<file path="config.mk">
export PLATFORM = sky130hd
export DESIGN_NAME = xbar_burst_arbiter
export DESIGN_NICKNAME = d
export VERILOG_FILES = /design/src/rtl/xbar_burst_arbiter.sv
export SDC_FILE = /design/constraint.sdc
export NUM_CORES = 1
export LEC_CHECK = 0
export CORE_UTILIZATION = 57
export CTS_BUF_LIST = sky130_fd_sc_hd__clkbuf_8 sky130_fd_sc_hd__clkbuf_16
export DETAILED_ROUTE_END_ITERATION = 7
export GPL_ROUTABILITY_DRIVEN = 1
export PLACE_DENSITY = 0.84
export SYNTH_ARGS = -nofsm -noshare
export SYNTH_HDL_FRONTEND = slang
export SYNTH_SLANG_ARGS = --single-unit
</file>
<file path="constraint.sdc">
create_clock -name clk_i -period 5.5 [get_ports clk_i]
set_input_delay 0.55 -clock clk_i [delete_from_list [all_inputs] [get_ports clk_i]]
set_output_delay 0.55 -clock clk_i [all_outputs]
set_load 0.03 [all_outputs]
</file>
<file path="src/rtl/xbar_burst_arbiter.sv">
`default_nettype none
// ============================================================================
// Module      : xbar_burst_arbiter
// Description : Rotating-priority arbiter for one crossbar peripheral port.
//               Holds a grant across peripheral stalls (grant locking) and lets
//               the current owner keep the port for up to MAX_BURST
//               consecutive accepted transfers before priority rotates.
//               The grant path from req_i is purely combinational.
// Revision    : 1.0 - initial release
// ============================================================================
module xbar_burst_arbiter #(
  parameter int NUM_REQ   = 3,
  parameter int MAX_BURST = 4
) (
  input  logic                       clk_i,
  input  logic                       rst_i,
  input  logic [NUM_REQ-1:0]         req_i,
  input  logic                       ready_i,
  output logic [NUM_REQ-1:0]         gnt_o,
  output logic                       gnt_valid_o,
  output logic [$clog2(NUM_REQ)-1:0] gnt_idx_o,
  output logic                       xfer_o,
  output logic                       proto_err_o
);

  localparam int IDX_W = $clog2(NUM_REQ);
  localparam int CNT_W = $clog2(MAX_BURST + 1);

  localparam logic [IDX_W-1:0] c_LAST_RST  = IDX_W'(NUM_REQ - 1);
  localparam logic [IDX_W:0]   c_NUM_REQ_W = (IDX_W + 1)'(NUM_REQ);
  localparam logic [CNT_W-1:0] c_MAX_CNT   = CNT_W'(MAX_BURST);

  // Registered arbitration state
  logic [IDX_W-1:0] r_last;   // most recent accepted winner
  logic [CNT_W-1:0] r_cnt;    // consecutive accepted transfers by r_last
  logic             r_lock;   // current grant is held across a stall
  logic [IDX_W-1:0] r_owner;  // requester holding the lock

  logic             w_any;
  logic             w_cnt_sat;
  logic [IDX_W-1:0] w_last_inc;
  logic [IDX_W-1:0] w_ptr;
  logic             w_owner_req;
  logic             w_lock_hit;
  logic [IDX_W-1:0] w_rr_idx;
  logic [IDX_W-1:0] w_win;
  logic [IDX_W-1:0] w_scan [NUM_REQ];

  assign w_any       = |req_i;
  assign w_cnt_sat   = (r_cnt == c_MAX_CNT);
  assign w_last_inc  = (r_last == c_LAST_RST) ? '0 : r_last + IDX_W'(1);
  // Owner keeps top priority until its burst budget is spent.
  assign w_ptr       = w_cnt_sat ? w_last_inc : r_last;
  assign w_owner_req = req_i[r_owner];
  assign w_lock_hit  = r_lock & w_owner_req;

  // Scan order: w_scan[k] = (w_ptr + k) mod NUM_REQ, k = 0 is highest priority.
  for (genvar k = 0; k < NUM_REQ; k++) begin : g_scan
    logic [IDX_W:0] w_sum;
    logic [IDX_W:0] w_wrap;
    assign w_sum     = {1'b0, w_ptr} + (IDX_W + 1)'(k);
    assign w_wrap    = w_sum - c_NUM_REQ_W;
    assign w_scan[k] = (w_sum >= c_NUM_REQ_W) ? w_wrap[IDX_W-1:0] : w_sum[IDX_W-1:0];
  end

  // Round-robin pick: walk from lowest to highest priority so the last hit wins.
  always_comb begin
    w_rr_idx = '0;
    for (int k = NUM_REQ - 1; k >= 0; k--) begin
      if (req_i[w_scan[k]]) begin
        w_rr_idx = w_scan[k];
      end
    end
  end

  // A held lock overrides rotation; a dropped lock falls back to normal arbitration.
  assign w_win = w_lock_hit ? r_owner : w_rr_idx;

  for (genvar i = 0; i < NUM_REQ; i++) begin : g_gnt
    assign gnt_o[i] = w_any & (w_win == IDX_W'(i));
  end

  assign gnt_valid_o = w_any;
  assign gnt_idx_o   = w_any ? w_win : '0;
  assign xfer_o      = w_any & ready_i;
  assign proto_err_o = r_lock & ~w_owner_req;

  // Lock tracking: hold the winner while the peripheral stalls.
  always_ff @(posedge clk_i or posedge rst_i) begin
    if (rst_i) begin
      r_lock  <= 1'b0;
      r_owner <= '0;
    end else begin
      r_lock <= w_any & ~ready_i;
      if (w_any & ~ready_i) begin
        r_owner <= w_win;
      end
    end
  end

  // Burst accounting: only accepted transfers move the pointer or the count.
  always_ff @(posedge clk_i or posedge rst_i) begin
    if (rst_i) begin
      r_last <= c_LAST_RST;
      r_cnt  <= c_MAX_CNT;
    end else if (w_any & ready_i) begin
      r_last <= w_win;
      if (w_win == r_last) begin
        r_cnt <= w_cnt_sat ? r_cnt : r_cnt + CNT_W'(1);
      end else begin
        r_cnt <= CNT_W'(1);
      end
    end
  end

endmodule
`default_nettype wire

</file>
# After elaboration in Yosys (flattened, before gate mapping)
# Index checks and enable logic that the tools add are counted.
# word_totals
regBits	8
input_bits	6
# op_classes
addsub	7
magnitude_cmp	7
eq_ne	6
muxes	20
n_bitwise	9
n_reduce_logical	3
# op_table
cell	count
$mux W2	10
$lt A2 B3 Y1 const B	4
$bmux W1 S2	4
$and A1 B1 Y1	7
$ge A3 B2 Y1 const B	2
$mux W3	2
$sub A2 B2 Y2 const B	3
$eq A2 B2 Y1 const B	2
$mux W1	4
$add A2 B1 Y3 const B	1
$add A2 B2 Y3 const B	1
$add A3 B1 Y3 const B	1
$eq A3 B3 Y1 const B	1
$reduce_or A3 Y1	1
$add A2 B1 Y2 const B	1
$eq A2 B1 Y1 const B	1
$eq A2 B2 Y1	1
$ge A2 B2 Y1 const B	1
$logic_not A2 Y1	1
$ne A2 B2 Y1 const B	1
$not A1 Y1	2
$reduce_and A2 Y1	1

# Depth between registers and ports, before layout
# logic_depth
word_depth	15
ltp_mapped	13
mapped_depth_nobuf	12

# Least setup slack after synthesis
# No wires, ideal clock.
# synth_path
kind	register to output
startpoint	register r_cnt[0]
endpoint	output gnt_o[0]
arrival_time_ns	3.317
path_slack_ns	1.633
path_stages_with_launch	13
path_buffers	1
cell_sequence	dfrtp_1 -> inv_1 -> ha_1 -> and2_1 -> mux2_2 -> ha_1 -> buf_6 -> mux2_4 -> o22ai_1 -> a211oi_1 -> nor2_1 -> o22a_1 -> nor3_1
# synth_between
elab_chain_len	13
# synth_rtl
item	line_no	source
from (decl)	35	logic [CNT_W-1:0] r_cnt;
from (signal assigned)	105	r_cnt <= c_MAX_CNT;
from (signal assigned)	109	r_cnt <= w_cnt_sat ? r_cnt : r_cnt + CNT_W'(1);
$eq A3 B3 Y1 *	50	assign w_cnt_sat = (r_cnt == c_MAX_CNT);
$mux W2 *	53	assign w_ptr = w_cnt_sat ? w_last_inc : r_last;
$add A2 B2 Y3	61	assign w_sum = {1'b0, w_ptr} + (IDX_W + 1)'(k);
$ge A3 B2 Y1 or $sub A2 B2 Y2 (tied branches)	63, 62	
$mux W2	63	assign w_scan[k] = (w_sum >= c_NUM_REQ_W) ? w_wrap[IDX_W-1:0] : w_sum[IDX_W-1:0];
$bmux W1 S2	70	if (req_i[w_scan[k]]) begin
$mux W1 (implied by the code)	70	
$mux W2 (2 in a row)	70	
$mux W2 *	70	
$mux W2 *	77	assign w_win = w_lock_hit ? r_owner : w_rr_idx;
$logic_not A2 Y1 *	80	assign gnt_o[i] = w_any & (w_win == IDX_W'(i));
$and A1 B1 Y1 *	80	
to (decl)	19	output logic [NUM_REQ-1:0] gnt_o,
# Mark *: on every way between the ends. The rest lies on a longest branch, timed or not. The select of a mux whose other input is x is not followed.

# Final worst setup path
# layout_path
startpoint	register r_last[1]
endpoint	output gnt_o[1]
# layout_between
elab_chain_len	14
# layout_rtl
item	line_no	source
from (decl)	34	logic [IDX_W-1:0] r_last;
from (signal assigned)	104	r_last <= c_LAST_RST;
from (signal assigned)	107	r_last <= w_win;
$add A2 B1 Y2 or $eq A2 B2 Y1 (tied branches)	51	assign w_last_inc = (r_last == c_LAST_RST) ? '0 : r_last + IDX_W'(1);
$mux W2	51	
$mux W2 *	53	
$add A2 B2 Y3	61	
$ge A3 B2 Y1 or $sub A2 B2 Y2 (tied branches)	63, 62	
$mux W2	63	
$bmux W1 S2	70	
$mux W1 (implied by the code)	70	
$mux W2 (2 in a row)	70	
$mux W2 *	70	
$mux W2 *	77	
$eq A2 B1 Y1 *	80	
$and A1 B1 Y1 *	80	
# Marked as above.

==> run_summary.xml <==
<?xml version="1.0" encoding="UTF-8"?>
<metrics>
  <group name="logic_synthesis">
    <metric name="mux_share_of_post_synthesis_cell_area" unit="">0.08684</metric>
    <metric name="asyncSetResetFlopFracSynth" unit="">1.000</metric>
    <metric name="synth-seq-cells" unit="">8</metric>
    <metric name="postSynthAreaPerCell" unit="µm²">7.949</metric>
    <metric name="syn-num-nets" unit="">125</metric>
    <metric name="synthesis.instances" unit="">116</metric>
    <metric name="synth-warning-count" unit="">0</metric>
    <metric name="synth_compound_area_frac" unit="">0.2646</metric>
    <metric name="synthDistinctLibCells" unit="">48</metric>
    <metric name="yosys.area_share.adder" unit="">0.04071</metric>
    <metric name="synth_seq_area_share" unit="">0.2198</metric>
    <metric name="synthesis.area" unit="µm²">922.1</metric>
    <metric name="synth-simple-area-share" unit="">0.3039</metric>
    <metric name="edff_count_synth" unit="">0</metric>
    <metric name="synth_top_family_by_area" unit="">simple AND/OR/NAND/NOR gates</metric>
    <metric name="ys_dominant_reg_cell" unit="">sky130_fd_sc_hd__dfrtp_1</metric>
    <metric name="yosys.area_share.xor_xnor" unit="">0.009498</metric>
  </group>
  <group name="layout">
    <metric name="n_fill_cell" unit="">129</metric>
    <metric name="fin_nets" unit="">138</metric>
    <metric name="layout_commonest_cell" unit="">sky130_fd_sc_hd__clkdlybuf4s50_1</metric>
    <metric name="antennaDiodeCount" unit="">0</metric>
    <metric name="stdcell_count" unit="">144</metric>
    <metric name="areaGrowthSynthToFinish" unit="%">17.77</metric>
    <metric name="mostFrequentLayoutCells" unit="">sky130_fd_sc_hd__clkdlybuf4s50_1 (13), sky130_fd_sc_hd__inv_1 (11), sky130_fd_sc_hd__nand2_1 (10)</metric>
    <metric name="drive_above_1_share" unit="">0.1406</metric>
  </group>
  <group name="sta">
    <metric name="worst_clock_skew" unit="ns">0.001506</metric>
    <metric name="setup_viol" unit="">0</metric>
    <metric name="worst_slew_pin_slew" unit="ns">0.4909</metric>
    <metric name="slew-limit-headroom" unit="">0.6708</metric>
    <metric name="final_worst_setup_slack" unit="ns">0.9799</metric>
    <metric name="rsz0062_at_grt" unit="">false</metric>
    <metric name="drv_slew" unit="">0</metric>
    <metric name="final.min_clock_period" unit="ns">4.520</metric>
    <metric name="fmax" unit="MHz">221.2</metric>
    <metric name="total_negative_slack" unit="ns">0</metric>
    <metric name="share_of_the_clock_period_used_by_the_worst_path_after_layout" unit="">0.8218</metric>
    <metric name="final_hold_violation_count" unit="">0</metric>
  </group>
  <group name="placed_design">
    <metric name="finalWeightedCongestion" unit="">0.8749</metric>
    <metric name="placed_cells" unit="">140</metric>
    <metric name="place_ws" unit="ns">1.259</metric>
    <metric name="port_buffers" unit="">13</metric>
    <metric name="place.detailed.hpwl" unit="µm">1648</metric>
  </group>
  <group name="global_routing">
    <metric name="track_usage" unit="">0.2837</metric>
    <metric name="grt_antenna_before_repair" unit="">0</metric>
    <metric name="grt_pass1_wl" unit="µm">3788</metric>
    <metric name="grt_max_degree" unit="">20</metric>
    <metric name="global_route.overflow_total" unit="">0</metric>
    <metric name="grt_pass1_vias" unit="">871</metric>
  </group>
  <group name="detailed_routing">
    <metric name="detail-route-antenna-nets" unit="">0</metric>
    <metric name="routedWlPerCell" unit="µm">15.90</metric>
    <metric name="drc" unit="">0</metric>
    <metric name="detailed_route_vias_per_instance" unit="">6.458</metric>
    <metric name="wl" unit="µm">2290</metric>
    <metric name="routed-via-count" unit="">930</metric>
    <metric name="drt_pre_antenna_iters" unit="">7</metric>
    <metric name="detail_route.iter0.violations" unit="">31</metric>
  </group>
  <group name="job">
    <metric name="max_cap_viol_count" unit="">0</metric>
  </group>
  <group name="hold_path">
    <metric name="timing.hold.worst.class" unit="">reg2reg</metric>
  </group>
  <group name="worst_setup_path">
    <metric name="cp_max_fo" unit="">19</metric>
    <metric name="critPathKind" unit="">reg2out</metric>
    <metric name="arr_time_crit_path" unit="ns">3.97</metric>
    <metric name="critical_path_required" unit="ns">4.95</metric>
    <metric name="critPathCaptureType" unit="">output pin</metric>
    <metric name="critical_path.startpoint_type" unit="">flip-flop</metric>
  </group>
  <group name="clock_network">
    <metric name="cts_tree" unit="">yes</metric>
    <metric name="cts_hold_repair.buffers" unit="">0</metric>
    <metric name="cts.clk_slew.worst_paths" unit="ns">0.04</metric>
    <metric name="postCtsResizedCells" unit="">0</metric>
    <metric name="h_tree_depth" unit="">1</metric>
    <metric name="ctsRootBufferMaster" unit="">sky130_fd_sc_hd__clkbuf_8</metric>
    <metric name="post_cts_setup_repair_buffer_count" unit="">0</metric>
    <metric name="clkSinkCount" unit="">8</metric>
    <metric name="tritoncts.num_buffers" unit="">3</metric>
    <metric name="ctsLongestPathBuffers" unit="">2</metric>
    <metric name="clock_latency" unit="ns">0.23</metric>
  </group>
  <group name="floorplanning">
    <metric name="initial_core_util" unit="">0.6121</metric>
    <metric name="design.core.area" unit="µm²">1506</metric>
    <metric name="row_count" unit="">14</metric>
    <metric name="die_x" unit="µm">42.22</metric>
    <metric name="dieArea" unit="µm²">1783</metric>
    <metric name="pin_count" unit="">14</metric>
    <metric name="die_height" unit="µm">42.22</metric>
  </group>
  <group name="power_and_ir_drop">
    <metric name="power_per_cell_area" unit="nW/µm²">620.2</metric>
    <metric name="worst_ir_drop_vdd" unit="µV">610.3</metric>
    <metric name="power.static_leakage" unit="µW">0.0004592</metric>
    <metric name="total_power" unit="µW">673.6</metric>
  </group>
  <group name="status">
    <metric name="status" unit="">completed</metric>
  </group>
</metrics>
[logic make-up after synthesis]
family	Yosys count
multiplexers	7
adder cells (fa/ha/maj)	3
flip-flops	8
buffers and inverters	15
AND/OR/NAND/NOR	50
AO/OA/AOI/OAI	32
XOR/XNOR	1
[metal layers]
metal  vias up  share of wire  track usage
met3         4          0.060      0.04741
met2        38           0.49       0.5015
met5         -              0            0
met4         0          0.015       0.1313
met1       435           0.44       0.3297
li1        453              -            -
[Yosys cell counts (2+ instances only)]
cell | number | area (µm²)
sky130_fd_sc_hd__dfrtp_1 | 6 | 150.1
sky130_fd_sc_hd__or4_1 | 2 | 15.01
sky130_fd_sc_hd__o22a_1 | 2 | 17.52
sky130_fd_sc_hd__nor3_1 | 5 | 25.02
sky130_fd_sc_hd__o22ai_1 | 5 | 31.28
sky130_fd_sc_hd__nand2b_1 | 5 | 31.28
sky130_fd_sc_hd__and3b_1 | 2 | 17.52
sky130_fd_sc_hd__nor2_1 | 9 | 33.78
sky130_fd_sc_hd__dfstp_2 | 2 | 52.55
sky130_fd_sc_hd__nand4_1 | 2 | 12.51
sky130_fd_sc_hd__mux2i_1 | 2 | 20.02
sky130_fd_sc_hd__mux2_2 | 4 | 45.04
sky130_fd_sc_hd__nand3_1 | 4 | 20.02
sky130_fd_sc_hd__a21oi_1 | 4 | 20.02
sky130_fd_sc_hd__clkbuf_1 | 2 | 7.510
sky130_fd_sc_hd__inv_1 | 10 | 37.54
sky130_fd_sc_hd__o21ai_0 | 4 | 20.02
sky130_fd_sc_hd__a211oi_1 | 2 | 15.01
sky130_fd_sc_hd__nand3b_1 | 2 | 15.01
sky130_fd_sc_hd__and2_1 | 3 | 18.77
sky130_fd_sc_hd__nand2_1 | 10 | 37.54
sky130_fd_sc_hd__ha_1 | 3 | 37.54
[through the flow]
step                hold slack [ns]  utilization  cell area, µm²
detailed placement           0.5574       0.6910            1041
global route                 0.5952       0.7209            1086
global placement             0.5392       0.6910            1041
floorplan                    0.3642            -           922.1
finish                       0.5585       0.7209            1086
CTS                          0.5621       0.7209            1086
[worst max-delay path, cell delays in order (launching register included)]
cell and delay (ns):
sky130_fd_sc_hd__dfstp_2 0.70, sky130_fd_sc_hd__nand4b_2 0.26, sky130_fd_sc_hd__a21boi_0 0.28, sky130_fd_sc_hd__ha_1 0.39, sky130_fd_sc_hd__and2b_1 0.25, sky130_fd_sc_hd__nand2b_1 0.15, sky130_fd_sc_hd__a222oi_1 0.50, sky130_fd_sc_hd__nor2_1 0.11
sky130_fd_sc_hd__o21a_1 0.25, sky130_fd_sc_hd__nor3_1 0.17, sky130_fd_sc_hd__clkdlybuf4s50_1 0.69
[final timing paths]
path	startpoint	endpoint	slack (ns)	depth (start not counted)
setup / recovery	r_last[1]	gnt_o[1]	0.98	10
hold reg to reg	r_cnt[1]	r_cnt[1]	0.56	2
min in group asynchronous	rst_i	r_last[0]	0.57	2
setup reg to reg	r_cnt[0]	r_cnt[0]	1.96	12
hold / removal	r_cnt[1]	r_cnt[1]	0.56	2
max in group asynchronous	rst_i	r_cnt[2]	4.65	2
[flip-flops by register name (all words and copies together) (netlist names)]
name     flops
r_last       2
r_owner      2
r_cnt        3
r_lock       1
[final cells by class]
type,instances,area [µm²],share of cell area
Multi-Input combinational cell,93,650.6,0.5991
Sequential cell,8,202.7,0.1866
Timing Repair Buffer,13,130.1,0.1198
Clock buffer,3,41.29,0.03802
Inverter,10,37.54,0.03456
Tap cell,16,20.02,0.01843
Clock inverter,1,3.754,0.003456
[where the power goes]
part / switching (µW) / internal, µW
clock network: 24.8 / 48.5
registers: 49.0 / 87.1
logic: 262 / 203
total: 335 / 338
No activity file was read; power rests on OpenSTA's default activity.
